$ cat src/rtl/l2cache_pkg.sv
// l2cache_pkg
// Shared types and helpers for the N-way L2 cache controller.
//   state_t        : controller state (IDLE, WRITEBACK, FILL)
//   plru_w()       : number of tree-PLRU bits for a given associativity
//   lowest_set_bit : index of the lowest set bit of a vector (0 if none)
//   onehot_to_idx  : index of the single set bit of a one-hot vector
package l2cache_pkg;

    typedef enum logic [1:0] {
        IDLE      = 2'd0,
        WRITEBACK = 2'd1,
        FILL      = 2'd2
    } state_t;

    // Widest associativity the helper functions accept.
    localparam int MAX_WAYS = 64;

    function automatic int plru_w(input int num_ways);
        return num_ways - 1;
    endfunction

    function automatic int unsigned lowest_set_bit(input logic [MAX_WAYS-1:0] vec);
        int unsigned idx;
        idx = 0;
        // Scan downward so the lowest set bit is the last one written.
        for (int i = MAX_WAYS - 1; i >= 0; i--) begin
            if (vec[i]) idx = int'(i);
        end
        return idx;
    endfunction

    function automatic int unsigned onehot_to_idx(input logic [MAX_WAYS-1:0] vec);
        int unsigned idx;
        idx = 0;
        for (int i = 0; i < MAX_WAYS; i++) begin
            if (vec[i]) idx = idx | int'(i);
        end
        return idx;
    endfunction

endpackage

$ cat src/rtl/l2cache_ctrl_nway_plru_tree.sv
// plru_tree
// Combinational tree-PLRU for one set. Tree bits are stored heap-style:
// node 0 is the root, children of node n are 2n+1 (lower half of the ways)
// and 2n+2 (upper half). A bit value of 1 means the victim lies in the
// upper half under that node.
//   tree       : current PLRU bits of the set
//   access_way : way being accessed (hit way)
//   victim_way : way the tree currently points at
//   tree_next  : tree bits after marking access_way most recently used
module plru_tree
    import l2cache_pkg::*;
#(
    parameter int NUM_WAYS = 4
) (
    input  logic [plru_w(NUM_WAYS)-1:0] tree,
    input  logic [$clog2(NUM_WAYS)-1:0] access_way,
    output logic [$clog2(NUM_WAYS)-1:0] victim_way,
    output logic [plru_w(NUM_WAYS)-1:0] tree_next
);

    localparam int LEVELS = $clog2(NUM_WAYS);

    always_comb begin : victim_walk
        int node;
        node       = 0;
        victim_way = '0;
        for (int lvl = 0; lvl < LEVELS; lvl++) begin
            victim_way[LEVELS-1-lvl] = tree[node];
            node = 2 * node + 1 + (tree[node] ? 1 : 0);
        end
    end

    // Every node on the path to the accessed way is flipped to point away
    // from it; nodes off the path keep their value.
    always_comb begin : update_walk
        int node;
        logic dir;
        node      = 0;
        tree_next = tree;
        for (int lvl = 0; lvl < LEVELS; lvl++) begin
            dir             = access_way[LEVELS-1-lvl];
            tree_next[node] = ~dir;
            node = 2 * node + 1 + (dir ? 1 : 0);
        end
    end

endmodule

$ cat src/rtl/l2cache_ctrl_nway.sv
// l2cache_ctrl_nway
// N-way set-associative L2 cache controller: hit service, dirty-victim
// writeback and line fill against physical memory, per-set tree-PLRU
// replacement and saturating hit/miss/writeback counters.
//
// State table
//   state     | meaning
//   IDLE      | wait for request; service hits, detect misses, pick victim
//   WRITEBACK | write latched dirty victim to pmem (victim tag address)
//   FILL      | read line from pmem into latched victim way
//
// Ports
//   clk, rst_n                       : clock, async active-low reset
//   mem_read, mem_write, set_idx     : request from L1/arbiter
//   mem_resp                         : request complete (one-cycle pulse)
//   hit_vec, valid_vec, dirty_vec    : per-way status of the indexed set
//   pmem_resp/read/write/addr_sel    : physical memory handshake
//   way_sel, load_*, data_in_sel,
//   set_dirty, clr_dirty             : L2 datapath controls
//   miss_pulse                       : one-cycle pulse per detected miss
//   clr_counters                     : synchronous counter clear
//   hit_count, miss_count, wb_count  : saturating performance counters
module l2cache_ctrl_nway
    import l2cache_pkg::*;
#(
    parameter int NUM_WAYS = 4,
    parameter int NUM_SETS = 8,
    parameter int SET_W    = $clog2(NUM_SETS),
    parameter int CNT_W    = 32
) (
    input  logic                clk,
    input  logic                rst_n,
    input  logic                mem_read,
    input  logic                mem_write,
    input  logic [SET_W-1:0]    set_idx,
    output logic                mem_resp,
    input  logic [NUM_WAYS-1:0] hit_vec,
    input  logic [NUM_WAYS-1:0] valid_vec,
    input  logic [NUM_WAYS-1:0] dirty_vec,
    input  logic                pmem_resp,
    output logic                pmem_read,
    output logic                pmem_write,
    output logic                pmem_addr_sel,
    output logic [NUM_WAYS-1:0] way_sel,
    output logic                load_tag,
    output logic                load_data,
    output logic                load_valid,
    output logic                data_in_sel,
    output logic                set_dirty,
    output logic                clr_dirty,
    output logic                miss_pulse,
    input  logic                clr_counters,
    output logic [CNT_W-1:0]    hit_count,
    output logic [CNT_W-1:0]    miss_count,
    output logic [CNT_W-1:0]    wb_count
);

    localparam int WAY_W  = $clog2(NUM_WAYS);
    localparam int PLRU_W = plru_w(NUM_WAYS);

    state_t              state_q, state_d;
    logic [PLRU_W-1:0]   plru_q [NUM_SETS];
    logic [WAY_W-1:0]    victim_q;

    logic                req;
    logic                any_hit;
    logic                any_invalid;
    logic [NUM_WAYS-1:0] hit_onehot;
    logic [NUM_WAYS-1:0] invalid_vec;
    logic [WAY_W-1:0]    hit_idx;
    logic [WAY_W-1:0]    inv_idx;
    logic [WAY_W-1:0]    plru_victim;
    logic [PLRU_W-1:0]   plru_upd;
    logic [WAY_W-1:0]    miss_victim;
    logic                victim_dirty;
    logic [NUM_WAYS-1:0] victim_onehot;
    logic                hit_ev;
    logic                miss_ev;
    logic                wb_done;

    assign req         = mem_read | mem_write;
    assign any_hit     = |hit_vec;
    assign invalid_vec = ~valid_vec;
    assign any_invalid = |invalid_vec;

    // Multiple hits are illegal; isolate the lowest one so the rest of the
    // logic always sees a clean one-hot hit.
    assign hit_onehot = hit_vec & (~hit_vec + NUM_WAYS'(1));
    assign hit_idx    = WAY_W'(onehot_to_idx(MAX_WAYS'(hit_onehot)));
    assign inv_idx    = WAY_W'(lowest_set_bit(MAX_WAYS'(invalid_vec)));

    plru_tree #(
        .NUM_WAYS(NUM_WAYS)
    ) u_plru_tree (
        .tree      (plru_q[set_idx]),
        .access_way(hit_idx),
        .victim_way(plru_victim),
        .tree_next (plru_upd)
    );

    // Empty ways are always filled before anything is evicted.
    assign miss_victim   = any_invalid ? inv_idx : plru_victim;
    assign victim_dirty  = valid_vec[miss_victim] & dirty_vec[miss_victim];
    assign victim_onehot = NUM_WAYS'(1) << victim_q;

    // IDLE outputs depend on the live request, so they are qualified with
    // rst_n to stay quiet while reset is held.
    assign hit_ev  = rst_n && (state_q == IDLE) && req && any_hit;
    assign miss_ev = rst_n && (state_q == IDLE) && req && !any_hit;
    assign wb_done = (state_q == WRITEBACK) && pmem_resp;

    always_ff @(posedge clk or negedge rst_n) begin
        if (!rst_n) begin
            state_q  <= IDLE;
            victim_q <= '0;
        end else begin
            state_q <= state_d;
            if (miss_ev) victim_q <= miss_victim;
        end
    end

    always_comb begin
        state_d       = state_q;
        mem_resp      = 1'b0;
        pmem_read     = 1'b0;
        pmem_write    = 1'b0;
        pmem_addr_sel = 1'b1;
        way_sel       = '0;
        load_tag      = 1'b0;
        load_data     = 1'b0;
        load_valid    = 1'b0;
        data_in_sel   = 1'b0;
        set_dirty     = 1'b0;
        clr_dirty     = 1'b0;
        miss_pulse    = 1'b0;
        case (state_q)
            IDLE: begin
                if (hit_ev) begin
                    mem_resp = 1'b1;
                    way_sel  = hit_onehot;
                    if (mem_write) begin
                        load_data   = 1'b1;
                        data_in_sel = 1'b1;
                        set_dirty   = 1'b1;
                    end
                end else if (miss_ev) begin
                    miss_pulse = 1'b1;
                    state_d    = victim_dirty ? WRITEBACK : FILL;
                end
            end
            WRITEBACK: begin
                pmem_write    = 1'b1;
                pmem_addr_sel = 1'b1;
                way_sel       = victim_onehot;
                if (pmem_resp) begin
                    clr_dirty = 1'b1;
                    state_d   = FILL;
                end
            end
            FILL: begin
                pmem_read     = 1'b1;
                pmem_addr_sel = 1'b0;
                data_in_sel   = 1'b0;
                way_sel       = victim_onehot;
                if (pmem_resp) begin
                    load_tag   = 1'b1;
                    load_data  = 1'b1;
                    load_valid = 1'b1;
                    clr_dirty  = 1'b1;
                    state_d    = IDLE;
                end
            end
            default: state_d = IDLE;
        endcase
    end

    // Replacement state moves only on hits; a freshly filled line becomes
    // MRU when the replayed request hits it.
    always_ff @(posedge clk or negedge rst_n) begin
        if (!rst_n) begin
            for (int s = 0; s < NUM_SETS; s++) plru_q[s] <= '0;
        end else if (hit_ev) begin
            plru_q[set_idx] <= plru_upd;
        end
    end

    always_ff @(posedge clk or negedge rst_n) begin
        if (!rst_n) begin
            hit_count  <= '0;
            miss_count <= '0;
            wb_count   <= '0;
        end else if (clr_counters) begin
            hit_count  <= '0;
            miss_count <= '0;
            wb_count   <= '0;
        end else begin
            if (hit_ev  && (hit_count  != '1)) hit_count  <= hit_count  + CNT_W'(1);
            if (miss_ev && (miss_count != '1)) miss_count <= miss_count + CNT_W'(1);
            if (wb_done && (wb_count   != '1)) wb_count   <= wb_count   + CNT_W'(1);
        end
    end

endmodule

$ cat config.mk
export PLATFORM = sky130hd
export DESIGN_NAME = l2cache_ctrl_nway
export DESIGN_NICKNAME = d
export VERILOG_FILES = /design/src/rtl/l2cache_pkg.sv /design/src/rtl/l2cache_ctrl_nway_plru_tree.sv /design/src/rtl/l2cache_ctrl_nway.sv
export SDC_FILE = /design/constraint.sdc
export NUM_CORES = 1
export LEC_CHECK = 0
export BUFFER_PORTS_ARGS = -buffer_cell sky130_fd_sc_hd__buf_4
export CORE_MARGIN = 3
export CORE_UTILIZATION = 45
export DETAILED_ROUTE_END_ITERATION = 16
export GPL_TIMING_DRIVEN = 0
export HOLD_SLACK_MARGIN = 0.1
export PLACE_DENSITY = 0.7
export SLEW_MARGIN = 20
export SYNTH_ARGS = -nofsm -noshare
export SYNTH_HDL_FRONTEND = slang
export SYNTH_SLANG_ARGS = --single-unit
export TNS_END_PERCENT = 50
$ cat constraint.sdc
create_clock -name clk -period 2.1 [get_ports clk]
set_input_delay 0.42 -clock clk [delete_from_list [all_inputs] [get_ports clk]]
set_output_delay 0.42 -clock clk [all_outputs]
set_load 0.005 [all_outputs]
==> impl_results.md <==
- Total routed wirelength: 21000 µm
- HPWL after detailed placement: 12500 µm
- Pre-CTS WS: -0.909 ns
- DRC violations left: 0
- Post-synth top area cell: sky130_fd_sc_hd__dfrtp_1
- Setup ws final: -0.217 ns
- Crit path max fanout: 7
- Most common library cells after synthesis: 124 x sky130_fd_sc_hd__dfrtp_1, 99 x sky130_fd_sc_hd__nor2_1, 55 x sky130_fd_sc_hd__xnor2_1, 49 x sky130_fd_sc_hd__nand2_1, 34 x sky130_fd_sc_hd__nand3_1
- Async set-reset flop share out of synthesis: 1.00
- Result of the run: complete, but fails checks
- Drt via density: 5.71
- Clk pin slew, worst setup/hold paths: 0.06 ns
- Synth-to-Final Area Change: 49.2%
- Count of max-cap constraint violations: 0
- H-tree lvl count: 4
- Min-Delay Path Class: in -> async
- Effective utilization at floorplan: 0.464
- Std-Cell Rows: 44
- Reg area: between 3000 and 4000 µm²
- Fin Hold WS: 0.118 ns
- Final Hold Violating Endpoints: 0
- Classification of the worst setup path: reg -> reg
- Count of yosys warnings during synthesis: 0
- Layout Cell Area excl Fill: between 10000 and 15000 µm²
- Maximum operating frequency: approximately 430 MHz
- Total congestion overflow: 0
- Die height: 129 µm
- Number of pins with negative max-slew slack in the final report: 0
- Synthesized netlist cell count: just over 700
- Primary flip-flop cell chosen by synthesis mapping: sky130_fd_sc_hd__dfrtp_1
- Worst-margin pin slew: 0.752 ns
- Count of clock tree sinks: 124
- Clock Tree Root: sky130_fd_sc_hd__clkbuf_16
- CP Data Arrival Time: 2.62 ns
- Mapped Nets: 744
- CTS tree: done
- Layout fillers: 1125
- VDD IR max: 789 µV
- Number of antenna violations at the first check in global routing: 0
- Pre-Repair DR Iteration Count: 5
- Fin crit share: 1.10
- Failing checks: negative setup slack
- Final GP Congestion: 0.818
- Total core area: 14700 µm²
- Cell with the most instances after synthesis: sky130_fd_sc_hd__dfrtp_1
- Worst path required time: around 2.4 ns
- Via count of the first global-routing pass: roughly 6.0k
- Power density over cell area: 662 nW/µm²
- Critical path endpoint category: flop
- Final Net Count: 974
- Unrepaired setup endpoints after global routing: true
- Total leakage power: 4.37 nW
- Die X: 129 µm
- Leading post-synthesis cells by cell area: sky130_fd_sc_hd__dfrtp_1 46%, sky130_fd_sc_hd__xnor2_1 7.1%, sky130_fd_sc_hd__nor2_1 5.5%
- Count of pins on the block boundary: 132
- Number of different library cells in the post-synthesis netlist: 60
- Setup violations, final: 27
- Proportion of netlist area held by the largest area contributor: 0.455
- Clock insertion delay at the later pin of the skew report: 0.42 ns
- Number of violations reported at the end of detailed-routing iteration 0: 431
- Global Route Usage Sum: 0.230
- Wire length per cell: 18.3 µm
- Clock buffer count from CTS: 17
- Crit path launch type: flop
- ANT cells: 0
- Input/output buffers: 128
- Pin count of the biggest net entering global routing: 49
- Avg Cell Area, Syn: 9.52 µm²
- Clock period minus worst slack: between 2 and 2.5 ns
- Clock Tree Buf Depth: 2
- First-pass GRT wire length: a little over 30000 µm
- Flops & latches, synth: 124
- Slew headroom: 0.499
- Standard cell area after detailed placement: 8080 µm²
- Combined area of the multi-input logic cells: 4170 µm²
- Number of nets with antenna violations after detailed routing: 0
- Total die area: 16700 µm²
- Post-synth EDFFs: 0
- Synthesized area: 6810 µm²
- Final worst clock skew: 0.00925 ns
- Total number of vias: 6530
- Sequential cell area fraction in the yosys report: 0.455
- Layout cell share with drive strength beyond 1: 0.422
## power breakdown
part           switching (mW)  leakage (nW)  total (mW)  internal, mW
Sequential              0.131          1.66        2.76          2.63
Clock                    1.16         0.274        2.80          1.64
Combinational           0.554          2.43        1.17         0.621
Total                    1.84          4.37        6.73          4.89
## critical path, cell delays in order, from the launching register on
cell,delay [ns]
sky130_fd_sc_hd__dfrtp_1,0.40
sky130_fd_sc_hd__inv_2,0.08
sky130_fd_sc_hd__ha_4,0.13
sky130_fd_sc_hd__o211a_1,0.15
sky130_fd_sc_hd__buf_6,0.15
sky130_fd_sc_hd__nand2_8,0.07
sky130_fd_sc_hd__inv_8,0.08
sky130_fd_sc_hd__nand4_1,0.11
sky130_fd_sc_hd__buf_6,0.18
sky130_fd_sc_hd__nor4_4,0.30
sky130_fd_sc_hd__nor2b_4,0.22
sky130_fd_sc_hd__mux2_4,0.31
## layer usage
layer	global-route usage	routed length [µm]	up-vias
met2	0.372	10500	206
met1	0.302	9050	3232
met4	0.0957	586	0
met3	0.0458	844	49
met5	0	0	-
li1	-	-	3043
## cell type report
cell class,instances,share of cell area
Sequential cell,124,0.307
Clock buffer,17,0.0418
Tap cell,184,0.0226
Clock inverter,15,0.0140
Buffer,30,0.0213
Timing Repair Buffer,214,0.177
Multi-Input combinational cell,543,0.410
Inverter,16,0.00664
## layout by cell type (no fill, tap or decap), drive strengths merged, types with 24 or more instances in the layout
cell / count
xnor2: 55
dfrtp: 124
nand3: 35
nand4: 24
buf: 223
nor2: 99
a21oi: 28
nand2: 49
nor4: 28
clkbuf: 34
## registers in the layout (all words and copies together), names as in the netlist
| name | cells |
|---|---|
| plru_q | 24 |
| wb_count | 32 |
| hit_count | 32 |
| victim_q | 2 |
| state_q | 2 |
| miss_count | 32 |
## path summary, 6_finish.rpt
| path | to | slack (ns) | startpoint | depth (start not counted) |
|---|---|---|---|---|
| setup / recovery | miss_count[31] | -0.22 | state_q[0] | 11 |
| hold / removal | miss_count[17] | 0.12 | rst_n | 2 |
| setup reg to reg | miss_count[31] | -0.22 | state_q[0] | 11 |
| hold reg to reg | plru_q[0] | 0.48 | plru_q[0] | 2 |
| max in group asynchronous | wb_count[27] | 1.17 | rst_n | 4 |
| min in group clk | victim_q[0] | 0.37 | valid_vec[3] | 3 |
## through the flow
stage | setup TNS (ns) | cells | util | power [mW]
final | -1.73 | 1143 | 0.692 | 6.73
after global routing | -5.05 | 1143 | 0.692 | 7.02
after CTS | -1.68 | 1105 | 0.644 | 6.68
after detailed placement | -61.14 | 1029 | 0.550 | 3.74
after global placement | -119.85 | 1028 | 0.547 | 3.70
after floorplan | -0.322 | 716 | - | 3.36
## cells by family after synthesis
family,Yosys count,synth area share
simple gates,338,0.263
flops,124,0.455
compound gates,94,0.0891
xor+xnor,75,0.0964
buf+inv,49,0.0299
mux,29,0.0536
fa+ha+maj,7,0.0129
## what timing repair did
action | CTS | global route
pin swaps | 24 | 41
endpoints found under the hold margin | 29 | 0
setup buffers | 36 | 39
hold buffers | 5 | 0
setup endpoints to repair | 118 | 108
gates cloned | 3 | 2
resized for setup | 93 | 94
Power figures use the tool's default switching activity.
